<file path="config.mk">
export PLATFORM = sky130hd
export DESIGN_NAME = inv_mix_column_seq
export DESIGN_NICKNAME = d
export VERILOG_FILES = /design/src/rtl/inv_mix_column_seq.sv
export SDC_FILE = /design/constraint.sdc
export NUM_CORES = 1
export LEC_CHECK = 0
export BUFFER_PORTS_ARGS = -buffer_cell sky130_fd_sc_hd__buf_2
export CAP_MARGIN = 40
export CORE_ASPECT_RATIO = 0.75
export CORE_MARGIN = 1
export CORE_UTILIZATION = 49
export DETAILED_ROUTE_END_ITERATION = 6
export GPL_TIMING_DRIVEN = 0
export HOLD_SLACK_MARGIN = 0.1
export PLACE_DENSITY = 0.81
export SLEW_MARGIN = 30
export SYNTH_ARGS = -nofsm -noshare
export SYNTH_HDL_FRONTEND = slang
export SYNTH_SLANG_ARGS = --single-unit
</file>
<file path="constraint.sdc">
create_clock -name clk -period 4.3 [get_ports clk]
set_input_delay 0.86 -clock clk [delete_from_list [all_inputs] [get_ports clk]]
set_output_delay 0.86 -clock clk [all_outputs]
set_load 0.03 [all_outputs]
</file>
<file path="src/rtl/inv_mix_column_seq.sv">
// inv_mix_column_seq
//   Sequential AES (Inv)MixColumns engine that produces one output byte per
//   clock, so a full 128-bit state takes 16 cycles after acceptance.
//   INVERSE=1 selects coefficients {0E,0B,0D,09}; INVERSE=0 selects {02,03,01,01}.
//
// Ports
//   clk        rising-edge clock
//   rst_n      asynchronous active-low reset
//   in_valid   upstream offers in_state
//   in_ready   block is idle and will latch in_state on this edge
//   in_state   128-bit state, [127:96] = column 0, MSB byte of a column = row 0
//   out_valid  out_state holds a completed result
//   out_ready  downstream takes the result
//   out_state  transformed state, same layout as in_state
//   busy       operation in progress or result waiting
module inv_mix_column_seq #(
  parameter int unsigned INVERSE = 1
) (
  input  logic         clk,
  input  logic         rst_n,
  input  logic         in_valid,
  output logic         in_ready,
  input  logic [127:0] in_state,
  output logic         out_valid,
  input  logic         out_ready,
  output logic [127:0] out_state,
  output logic         busy
);

  typedef enum logic [1:0] {
    IDLE    = 2'd0,
    COMPUTE = 2'd1,
    DONE    = 2'd2
  } state_t;

  state_t       state;
  logic [3:0]   idx;
  logic [127:0] src;
  logic [127:0] out_q;
  logic [7:0]   new_byte;

  // GF(2^8) multiply, reduction polynomial 0x11B.
  function automatic logic [7:0] gmul(input logic [7:0] a, input logic [7:0] b);
    logic [7:0] p;
    logic [7:0] aa;
    logic [7:0] bb;
    p  = '0;
    aa = a;
    bb = b;
    for (int unsigned i = 0; i < 8; i++) begin
      if (bb[0]) p = p ^ aa;
      bb = bb >> 1;
      aa = {aa[6:0], 1'b0} ^ (aa[7] ? 8'h1b : 8'h00);
    end
    return p;
  endfunction

  function automatic logic [7:0] coef(input logic [1:0] k);
    logic [7:0] v;
    if (INVERSE != 0) begin
      case (k)
        2'd0:    v = 8'h0e;
        2'd1:    v = 8'h0b;
        2'd2:    v = 8'h0d;
        default: v = 8'h09;
      endcase
    end else begin
      case (k)
        2'd0:    v = 8'h02;
        2'd1:    v = 8'h03;
        default: v = 8'h01;
      endcase
    end
    return v;
  endfunction

  // Byte number n (n = 4*column + row) lives at bit offset 8*(15-n) = {~n,3'b000}.
  function automatic logic [7:0] mix_byte(input logic [127:0] s, input logic [3:0] i);
    logic [7:0] acc;
    logic [1:0] r;
    logic [1:0] jj;
    logic [3:0] b;
    logic [6:0] base;
    acc = '0;
    r   = i[1:0];
    for (int unsigned j = 0; j < 4; j++) begin
      jj   = 2'(j);
      b    = {i[3:2], jj};
      base = {~b, 3'b000};
      acc  = acc ^ gmul(coef(jj - r), s[base +: 8]);
    end
    return acc;
  endfunction

  always_comb begin
    new_byte = mix_byte(src, idx);
  end

  always_ff @(posedge clk or negedge rst_n) begin
    if (!rst_n) begin
      state <= IDLE;
      idx   <= '0;
      src   <= '0;
      out_q <= '0;
    end else begin
      case (state)
        IDLE: begin
          if (in_valid) begin
            src   <= in_state;
            idx   <= '0;
            state <= COMPUTE;
          end
        end
        COMPUTE: begin
          out_q[{~idx, 3'b000} +: 8] <= new_byte;
          idx <= idx + 4'd1;
          if (idx == 4'd15) state <= DONE;
        end
        DONE: begin
          if (out_ready) state <= IDLE;
        end
        default: state <= IDLE;
      endcase
    end
  end

  assign in_ready  = (state == IDLE);
  assign out_valid = (state == DONE);
  assign busy      = (state != IDLE);
  assign out_state = out_q;

endmodule

</file>
======== Yosys cells after proc, flatten, opt, wreduce, memory -nomap -nowiden ========
Index checks and enable logic that the tools add are counted.
cells by class
  add/sub/neg operators ................... 6
  equal/unequal tests ..................... 14
  shifts and indexed selects .............. 6
  multiplexer cells ....................... 71
  bitwise logic cells ..................... 64
  reduce and logical (&&, ||, !) cells .... 10
operators with widths
  operator                   count
  $shiftx A128 B8 Y8         4
  $xor A8 B8 Y8              31
  $mux W8                    29
  $xor A8 B5 Y8              28
  $mux W5                    28
  $bwmux W128                1
  $shift A8 B9 Y128 const A  1
  $shiftx A8 B9 Y128         1
  $pmux W3 S3                4
  $not A4 Y4                 5
  $mux W4                    4
  $eq A2 B1 Y1 const B       5
  $eq A2 B2 Y1 const B       5
  $logic_not A2 Y1           5
  $neg A7 Y9                 1
  $pmux W4 S2                1
  $mux W2                    3
  $pmux W2 S3                1
  $add A4 B1 Y4 const B      1
  $eq A4 B4 Y1 const B       1
  $ne A2 B2 Y1 const B       2
  $reduce_and A2 Y1          2
  $reduce_bool A2 Y1         2
  $sub A1 B2 Y2 const A      2
  other kinds (3)            4
storage, ports and cells
  register bits ........................... 262
  input port bits ......................... 132
  output and inout port bits .............. 131
  word-level logic and storage cells ...... 175

======== Longest topological paths before layout ========
Gate-level depths: netlist of run 1.
  depth in word-level cells ............... 23
  gate-level depth with buffers ........... 14
  depth with buffers taken out ............ 12

======== Least setup slack after synthesis of run 1 ========
Ideal clock, no wire load.
  path type ............................... reg-to-reg
  start ................................... reg idx[2]
  end ..................................... reg out_q[107] (netlist: out_state[107])
  setup time .............................. 0.135 ns
  arrival ................................. 2.947 ns
  required time ........................... 4.165 ns
  path slack .............................. 1.217 ns
  cell stages (with the launch flop) ...... 13
  buffers on the path ..................... 4
  clock period less this slack ............ 3.083 ns
  path through ............................ dfrtp_1 -> buf_6 -> buf_12 -> buf_6 -> mux4_2 -> ha_1 -> mux2_1 -> xnor3_1 -> xnor2_1 -> xnor2_1 -> xnor2_2 -> buf_2 -> o31ai_2
between the ends
  longest elaborated chain between the ends .. 22
  elaborated cells on any way between the ends .. 76
  classes of those cells .................. add/sub (1); shift (6); mux (33); bitwise (36)
RTL lines
  element                          line  text
  from (decl)                      37    logic [3:0] idx;
  from (signal assigned)           116   idx <= idx + 4'd1;
  $not A4 Y4                       89    base = {~b, 3'b000};
  $shiftx A128 B8 Y8               90    acc = acc ^ gmul(coef(jj - r), s[base +: 8]);
  $mux W4                          51    if (bb[0]) p = p ^ aa;
  $xor A8 B8 Y8                    51
  $mux W8                          51
  $xor A8 B8 Y8                    51
  $mux W8                          51
  $xor A8 B8 Y8                    51
  [... 4 more ...]                 -
  $mux W8                          51
  $xor A8 B8 Y8                    51
  $mux W8                          51
  $xor A8 B8 Y8                    51
  $mux W8                          51
  $xor A8 B8 Y8 (3 in series)      90
  $shiftx A8 B9 Y128               115   out_q[{~idx, 3'b000} +: 8] <= new_byte;
  $bwmux W128 (*)                  115
  to (signal, indexed assignment)  115
  to (decl)                        39    logic [127:0] out_q;
Every way passes the cells marked *; elsewhere a longest branch is shown, timed or not.
A chain may end at the register's enable or synchronous reset.

======== Final worst setup path of run 1 ========
  start ................................... reg idx[3]
  end ..................................... reg out_q[58] (netlist: out_state[58])
The elaborated chain is that of the path after synthesis.

==> results.md, run 1 <==
* Status: complete, no violations
* CP Cell Sequence: clkbuf_1, buf_2, buf_2, mux4_2, ha_1, xnor2_1, xnor2_1, xnor2_1, xnor2_1, xnor3_1, clkbuf_1, nor2b_1, mux2_2
* Design area at 15,420 um2
* Placer Congestion at 0.9282
* Longest Clk Path Bufs at 3
* Register area share after synthesis at 51.73%
* Starting Density at 50.39%
* Cell count after synthesis at 1,282
* Largest area contributor in the netlist: dfrtp_1
* Port bufs at 262
* Max incr delay on CP at 0.46 ns
* P&R area growth vs syn at 21.69%
* Largest delay share family, worst path: buffers and inverters
* Mean Syn Cell Area at 9.886 um2
* HPWL after DPL at 27,430 um
* Core Util, Final at 61.32%
* Setup CP Type: flop to flop
* Yosys top cell area share at 51.73%
* First-pass GRT wire length at 58,110 um
* Vias at 10,532
* Grt ovf at 0
* Wirelength per Cell at 19.11 um
* Reg2Reg Launch Point: idx[3]$_DFFE_PN0P_
* Clock transition at path regs at 0.06 ns
* Setup crit end: out_state[58]$_DFFE_PN0P_
* Cell variety after synth at 47
* Top-level I/O count at 263
* Slew margin rel. at 47.24%
* Core area at 25,150 um2
* Vias in the first global route at 10,416
* Reg2reg path depth at 13
* Max-cap violation count at 0
* Layout cells sized above 1 at 24.83%
* Final Hold Vio Count at 0
* Most frequent cell on the critical path: xnor2_1
* Worst Setup Start Kind: flop
* # fillers at 2,104
* Root buffer cell: clkbuf_16
* Cell Rows at 50
* CTS tree: built
* Synth area leaders: dfrtp_1 (52%), nand2_1 (16%), xnor2_1 (5.3%), mux4_2 (4.8%), mux2_2 (2.5%)
* Final setup viols at 0
* Worst path buffer plus inverter count at 4
* Critical path required time at 4.71 ns
* Placed cell area at 14,500 um2
* Largest net degree at the start of global routing at 81
* CTS Sinks at 262
* Synthesized Nets at 1,425
* Clock Skews at 0.02811 ns
* Synth Cell Area at 12,670 um2
* Slowest CP cell: mux4_2
* Number of synthesized register bits at 262
* ANT nets after route at 0
* Vias/cell at 5.446
* Ys async rst share at 100.0%
* Yosys warns at 0
* R2r endpoint: out_state[58]$_DFFE_PN0P_
* Worst skew pair latency at 0.55 ns
* Critical path depth at 13
* Top_reg_cell synth: dfrtp_1
* Final period utilization at 96.52%
* Clock period minus final worst setup slack at 4.150 ns
* CTS H-tree lvls at 1
* Worst Setup End Kind: flop
* CTS Buf Count at 26
* Final Max Slew Viols at 0
* Final #Nets at 1,719
* Initial antenna violation count at 0
* Detailed Route Iter0 Violations at 923
* Worst slew pin tran at 0.7914 ns
* Peak Freq at 240.9 MHz
* Hold crit path type: input port to asynchronous set/reset pin
* Hold Worst Slack at 0.2203 ns
* Die height at 141.3 um
* Drt drc at 0
* RSZ-0062 raised after global routing: false
* Die area at 26,520 um2
* EDFF count, synth at 0
* Length of the first detailed-routing pass in iterations at 5
* Worst Path Max Fanout at 10
* Total GRT Usage at 28.39%
* Crit path launch: idx[3]$_DFFE_PN0P_
* Worst reg2reg setup slack at 0.15 ns
* CP arrival at 4.56 ns
* WL final at 36,960 um
* DIE WIDTH at 187.7 um
==> layout make-up <==
type                            count  area [um2]  share of cell area (%)
Multi-Input combinational cell    932        5744                   37.25
Buffer                             77       355.3                   2.304
Inverter                           11       41.29                  0.2677
Antenna cell                        1       2.502                 0.01623
Tap cell                          338       422.9                   2.742
Timing Repair Buffer              266        1411                   9.151
Clock buffer                       35       734.5                   4.762
Clock inverter                     12       153.9                  0.9979
Sequential cell                   262        6556                   42.51
==> sequential cells by signal (all words and copies together) (netlist names) <==
signal / flops
state: 2
idx: 4
out_state: 128
src: 128
==> per-stage QoR <==
| stage | std cells | setup TNS, ns | worst slack (ns) |
|---|---|---|---|
| 2_1_floorplan | 1282 | 0 | 1.217 |
| 5_1_grt | 1933 | 0 | 0.02991 |
| 4_1_cts | 1932 | 0 | 0.09096 |
| 3_5_place_dp | 1885 | -0.3042 | -0.05367 |
| 3_3_place_gp | 1882 | -573.76 | -2.237 |
| 6_report | 1934 | 0 | 0.1497 |
==> synth_stat cells (8+ instances only) <==
| library cell | instances |
|---|---|
| a21oi_1 | 14 |
| a22o_1 | 16 |
| buf_2 | 8 |
| clkbuf_1 | 60 |
| dfrtp_1 | 262 |
| ha_1 | 11 |
| inv_1 | 10 |
| mux2_2 | 28 |
| mux2i_1 | 9 |
| mux4_2 | 27 |
| nand2_1 | 526 |
| nand3_1 | 17 |
| nor2_1 | 19 |
| nor2b_1 | 15 |
| o21ai_0 | 52 |
| o21ai_1 | 29 |
| o31ai_1 | 13 |
| xnor2_1 | 77 |
| xnor3_1 | 11 |
| xor2_1 | 14 |
==> worst min path at each step <==
stage / startpoint / end / slack (ns) / cells after the start
after detailed placement: src[4]$_DFFE_PN0P_ / src[4]$_DFFE_PN0P_ / 0.46 / 2
after global routing: rst_n / src[53]$_DFFE_PN0P_ / 0.24 / 1
after global placement: src[45]$_DFFE_PN0P_ / src[45]$_DFFE_PN0P_ / 0.45 / 2
after floorplan: src[68]$_DFFE_PN0P_ / src[68]$_DFFE_PN0P_ / 0.44 / 2
after CTS: rst_n / src[53]$_DFFE_PN0P_ / 0.22 / 1
final: rst_n / src[49]$_DFFE_PN0P_ / 0.22 / 1
==> routing by layer <==
| layer | part of all wire, % | global-route usage, % | up-vias |
|---|---|---|---|
| met2 | 44 | 43.33 | 476 |
| met5 | 0 | 0 | - |
| met3 | 8.5 | 4.947 | 80 |
| met1 | 44 | 41.42 | 5168 |
| met4 | 3.3 | 9.328 | 0 |
| li1 | - | - | 4808 |
==> layout by cell type (no fill, tap or decap), drive strengths merged, types with 3 or more instances in the layout <==
cell | synthesis | final
a21oi | 14 | 14
a22o | 16 | 16
and3 | 3 | 3
buf | 17 | 283
bufinv | 0 | 3
clkbuf | 60 | 95
clkinv | 1 | 8
dfrtp | 262 | 262
ha | 11 | 11
inv | 10 | 12
mux2 | 35 | 35
mux2i | 9 | 9
mux4 | 33 | 33
nand2 | 526 | 526
nand2b | 4 | 4
nand3 | 17 | 17
nor2 | 19 | 19
nor2b | 15 | 15
o21ai | 81 | 81
o31ai | 16 | 16
or2 | 7 | 7
xnor2 | 79 | 79
xnor3 | 11 | 11
xor2 | 15 | 15
==> cell families (layout without fill, tap and decap cells) <==
family / after synthesis / after routing / share of synthesized area, %
compound gates: 137 / 137 / 6.625
xor+xnor: 106 / 106 / 8.816
fa+ha+maj: 11 / 11 / 1.086
buf+inv: 88 / 401 / 3.120
flops: 262 / 262 / 51.73
mux: 77 / 77 / 9.863
other cells: 0 / 1 / 0
simple gates: 601 / 601 / 18.76
==> repair_timing <==
action,4_1_cts,5_1_grt
pin swaps,0,1
gates cloned,0,0
buffers inserted,0,1
hold buffers,0,0
setup endpoints to repair,10,38
gates resized for setup,1,4
Power of run 1 is not shown: default switching activity piles up to over one toggle a cycle in this logic, so the estimate is an artifact.
==> inputs of run 2 (changes only) <==
Settings changed: REMOVE_ABC_BUFFERS from default to 1.
==> results.md, run 2 (synthesis results as in run 1) <==
* Status: complete, no violations
* N_diodes at 0
* Final Hold Vio Count at 0
* Root buffer cell: clkbuf_16
* Reg2Reg Launch Point: idx[2]$_DFFE_PN0P_
* Final period utilization at 96.25%
* Final #Nets at 1,653
* Core area at 25,150 um2
* Slew margin rel. at 40.20%
* CTS tree: built
* Critical path required time at 4.71 ns
* Die area at 26,520 um2
* CP arrival at 4.55 ns
* Hold crit path type: input port to asynchronous set/reset pin
* Reg2reg path depth at 8
* Vias in the first global route at 9,720
* Placed cell area at 14,360 um2
* Top-level I/O count at 263
* Final Max Slew Viols at 0
* Slowest CP cell: xnor3_1
* Starting Density at 50.39%
* Max-cap violation count at 0
* CTS H-tree lvls at 1
* Commonest non-fill, non-tap cell in the layout: nand2_1
* Clock transition at path regs at 0.07 ns
* Worst Setup Start Kind: flop
* ANT nets after route at 0
* Longest Clk Path Bufs at 3
* DIE WIDTH at 187.7 um
* Worst Setup End Kind: flop
* Worst skew pair latency at 0.53 ns
* Worst reg2reg setup slack at 0.16 ns
* Post-CTS Setup Bufs at 0
* CP Cell Sequence: buf_12, mux4_2, xnor2_1, xnor2_1, xnor3_1, xnor3_1, nor2_1, mux2_2
* Worst Path Max Fanout at 24
* Wirelength per Cell at 17.43 um
* Drt drc at 0
* Design area at 15,250 um2
* Initial antenna violation count at 0
* Clock period minus final worst setup slack at 4.139 ns
* WL final at 32,530 um
* Port bufs at 262
* CTS Sinks at 262
* R2r endpoint: out_state[40]$_DFFE_PN0P_
* Largest delay share family, worst path: XOR/XNOR gates
* Placer Congestion at 0.8756
* Commonest non-fill, non-tap cells in the layout: nand2_1 (525), buf_2 (262), dfrtp_1 (260)
* Setup CP Type: flop to flop
* Die height at 141.3 um
* Clock Skews at 0.009583 ns
* Final setup viols at 0
* HPWL after DPL at 23,310 um
* # fillers at 2,109
* Largest net degree at the start of global routing at 93
* Vias/cell at 5.281
* First-pass GRT wire length at 52,310 um
* Detailed Route Iter0 Violations at 653
* Grt ovf at 0
* P&R area growth vs syn at 20.36%
* Total GRT Usage at 24.80%
* Peak Freq at 241.6 MHz
* Length of the first detailed-routing pass in iterations at 5
* Worst path buffer plus inverter count at 1
* Setup TNS at 0 ns
* Worst slew pin tran at 0.8970 ns
* Cell Rows at 50
* Layout cells sized above 1 at 25.90%
* Max incr delay on CP at 0.99 ns
* CTS Buf Count at 26
* Hold_buf cts at 0
* RSZ-0062 raised after global routing: false
* Vias at 9,860
-- run 2: worst register-to-register path, cell delays in order, from the launching register on --
cell     delay (ns)
dfrtp_4        0.65
buf_12         0.28
mux4_2         0.67
xnor2_1        0.19
xnor2_1        0.34
xnor3_1        0.52
xnor3_1        0.99
nor2_1         0.08
mux2_2         0.29
-- run 2: worst max-delay path by stage --
stage                  startpoint                    endpoint  slack (ns)  cells past startpoint
2_1_floorplan  idx[2]$_DFFE_PN0P_   out_state[40]$_DFFE_PN0P_        0.04                      7
3_3_place_gp                rst_n  out_state[111]$_DFFE_PN0P_       -2.22                      1
3_5_place_dp   idx[0]$_DFFE_PN0P_   out_state[20]$_DFFE_PN0P_       -0.12                      9
4_1_cts        idx[0]$_DFFE_PN0P_   out_state[20]$_DFFE_PN0P_        0.12                      9
5_1_grt        idx[2]$_DFFE_PN0P_   out_state[40]$_DFFE_PN0P_        0.08                      8
6_report       idx[2]$_DFFE_PN0P_   out_state[40]$_DFFE_PN0P_        0.16                      8
-- run 2: what timing repair did --
item	4_1_cts	5_1_grt
endpoints found under the hold margin	0	0
endpoints found under the setup margin	16	0
gates resized for setup	1	0
-- run 2: area by class of cell --
class | count | area (um2) | area share (%)
inverters | 11 | 41.29 | 0.2707
clock inverters | 7 | 91.34 | 0.5988
repair buffers | 277 | 1584 | 10.38
clock buffers | 40 | 794.5 | 5.209
multi-input cells | 932 | 5756 | 37.73
flip-flops and latches | 262 | 6564 | 43.03
well taps | 338 | 422.9 | 2.773
-- run 2: per-stage QoR --
stage,std cells,hold slack (ns),util [%],setup slack (ns)
detailed placement,1819,0.4550,57.08,-0.1165
finish,1867,0.1925,60.65,0.1611
floorplan,1205,0.4373,-,0.03638
CTS,1866,0.1864,60.61,0.1210
global route,1867,0.1890,60.65,0.07899
global placement,1805,0.4501,55.88,-2.215
-- run 2: routing by layer --
metal	wire length [um]	vias to the layer above	GRT usage, %
met4	613	0	5.135
met5	0	-	0
met2	14950	360	39.28
li1	-	4647	-
met3	2293	49	4.205
met1	14680	4804	36.22
Power of run 2 is left out for the same reason.
==> inputs of run 3 (changes only) <==
Settings changed: CELL_PAD_IN_SITES_DETAIL_PLACEMENT from default to 1, CELL_PAD_IN_SITES_GLOBAL_PLACEMENT from default to 1, CORE_UTILIZATION 49 to 42, PLACE_DENSITY 0.81 to 0.88, REMOVE_ABC_BUFFERS 1 to default.
==> results.md, run 3 (synthesis results as in run 1) <==
* Placer Congestion at 0.9075
* Vias at 10,836
* Length of the first detailed-routing pass in iterations at 5
* Worst Setup Start Kind: flop
* Clock Skews at 0.01815 ns
* WL final at 44,210 um
* Clock transition at path regs at 0.06 ns
* Setup CP Type: flop to flop
* Final #Nets at 1,723
* Grt ovf at 0
* First-pass GRT wire length at 69,220 um
* Starting Density at 43.12%
* DIE WIDTH at 202.6 um
* HPWL after DPL at 32,470 um
* CTS Buf Count at 28
* Detailed Route Iter0 Violations at 611
* Initial antenna violation count at 3
* Reg2reg path depth at 10
* Final Worst Setup Slack at 0.02640 ns
* Setup WS pre-CTS at -0.1262 ns
* Worst slew pin tran at 0.8728 ns
* Final Max Slew Viols at 0
* Slew margin rel. at 41.81%
* Longest Clk Path Bufs at 3
* Critical path required time at 4.70 ns
* Vias in the first global route at 11,850
* RSZ-0062 raised after global routing: true
* Drt drc at 0
* Max-cap violation count at 0
* Worst skew pair latency at 0.56 ns
* Wirelength per Cell at 22.15 um
* Final Hold Vio Count at 0
* Worst Path Max Fanout at 10
* Cell Rows at 54
* Peak Freq at 234.0 MHz
* Layout cells sized above 1 at 25.23%
* Hold_buf cts at 0
* Commonest non-fill, non-tap cells in the layout: nand2_1 (526), buf_2 (268), dfrtp_1 (262)
* Commonest non-fill, non-tap cell in the layout: nand2_1
* Status: complete, no violations
* Final period utilization at 99.39%
* CTS tree: built
* Die height at 152.4 um
* Largest net degree at the start of global routing at 74
* Clock period minus final worst setup slack at 4.274 ns
* Port bufs at 262
* Core area at 29,390 um2
* Total GRT Usage at 29.22%
* Worst Setup End Kind: flop
* Vias/cell at 5.429
* Die area at 30,880 um2
* P&R area growth vs syn at 23.37%
* CTS H-tree lvls at 1
* Top-level I/O count at 263
* Hold crit path type: input port to asynchronous set/reset pin
* ANT nets after route at 0
* CP arrival at 4.68 ns
* CTS Sinks at 262
* Root buffer cell: clkbuf_16
* Final setup viols at 0
run 3: metal layers:
metal / part of all wire (%) / vias to the layer above / track usage (%) / wire, um
li1: - / 4803 / - / -
met1: 43 / 5554 / 39.39 / 19100
met2: 47 / 390 / 47.73 / 20860
met3: 6.7 / 87 / 5.860 / 2981
met4: 2.9 / 2 / 8.700 / 1260
met5: 0.029 / - / 0 / 13
run 3: area by class of cell:
class	count	area (um2)
timing repair buffer	269	1431
clock buffer	35	787.0
sequential	262	6556
buffer	76	352.8
multi-input combinational	932	5737
clock inverter	16	231.5
antenna	3	7.507
fill	3433	13760
tap	392	490.5
inverter	11	41.29
run 3: metrics by stage:
stage	instances	util, %	hold WS, ns	setup TNS (ns)	instance area (um2)
2_1_floorplan	1282	-	0.4373	0	12670
3_3_place_gp	1936	49.25	0.4490	-611.33	14480
3_5_place_dp	1940	49.62	0.4600	-0.8706	14580
4_1_cts	1993	53.16	0.2378	0	15620
5_1_grt	1994	53.18	0.2657	-0.1650	15630
6_report	1996	53.20	0.2252	0	15640
run 3: worst max-delay path, cell delays in order (launching register included):
cell      delay [ns]
dfrtp_1         0.32
clkbuf_1        0.30
buf_2           0.42
mux4_2          0.47
xnor2_1         0.19
xnor2_1         0.36
xnor3_1         0.41
xnor2_1         0.21
xnor2_2         0.67
clkbuf_1        0.51
o21ai_0         0.22
run 3: timing repair:
item,in CTS,in global routing
endpoints found under the setup margin,20,25
pin swaps,1,0
resized for setup,1,1
endpoints found under the hold margin,0,0
setup buffers,2,0
run 3: path summary, 6_finish.rpt:
| path | endpoint | slack (ns) | startpoint |
|---|---|---|---|
| worst max-delay path | out_state[49]$_DFFE_PN0P_ | 0.03 | idx[3]$_DFFE_PN0P_ |
| worst min-delay path | src[49]$_DFFE_PN0P_ | 0.23 | rst_n |
| worst max register to register | out_state[49]$_DFFE_PN0P_ | 0.03 | idx[3]$_DFFE_PN0P_ |
| worst min register to register | out_state[123]$_DFFE_PN0P_ | 0.47 | out_state[123]$_DFFE_PN0P_ |
| max in group asynchronous | out_state[11]$_DFFE_PN0P_ | 2.60 | rst_n |
| min in group clk | out_state[123]$_DFFE_PN0P_ | 0.47 | out_state[123]$_DFFE_PN0P_ |
Power of run 3 is left out for the same reason.
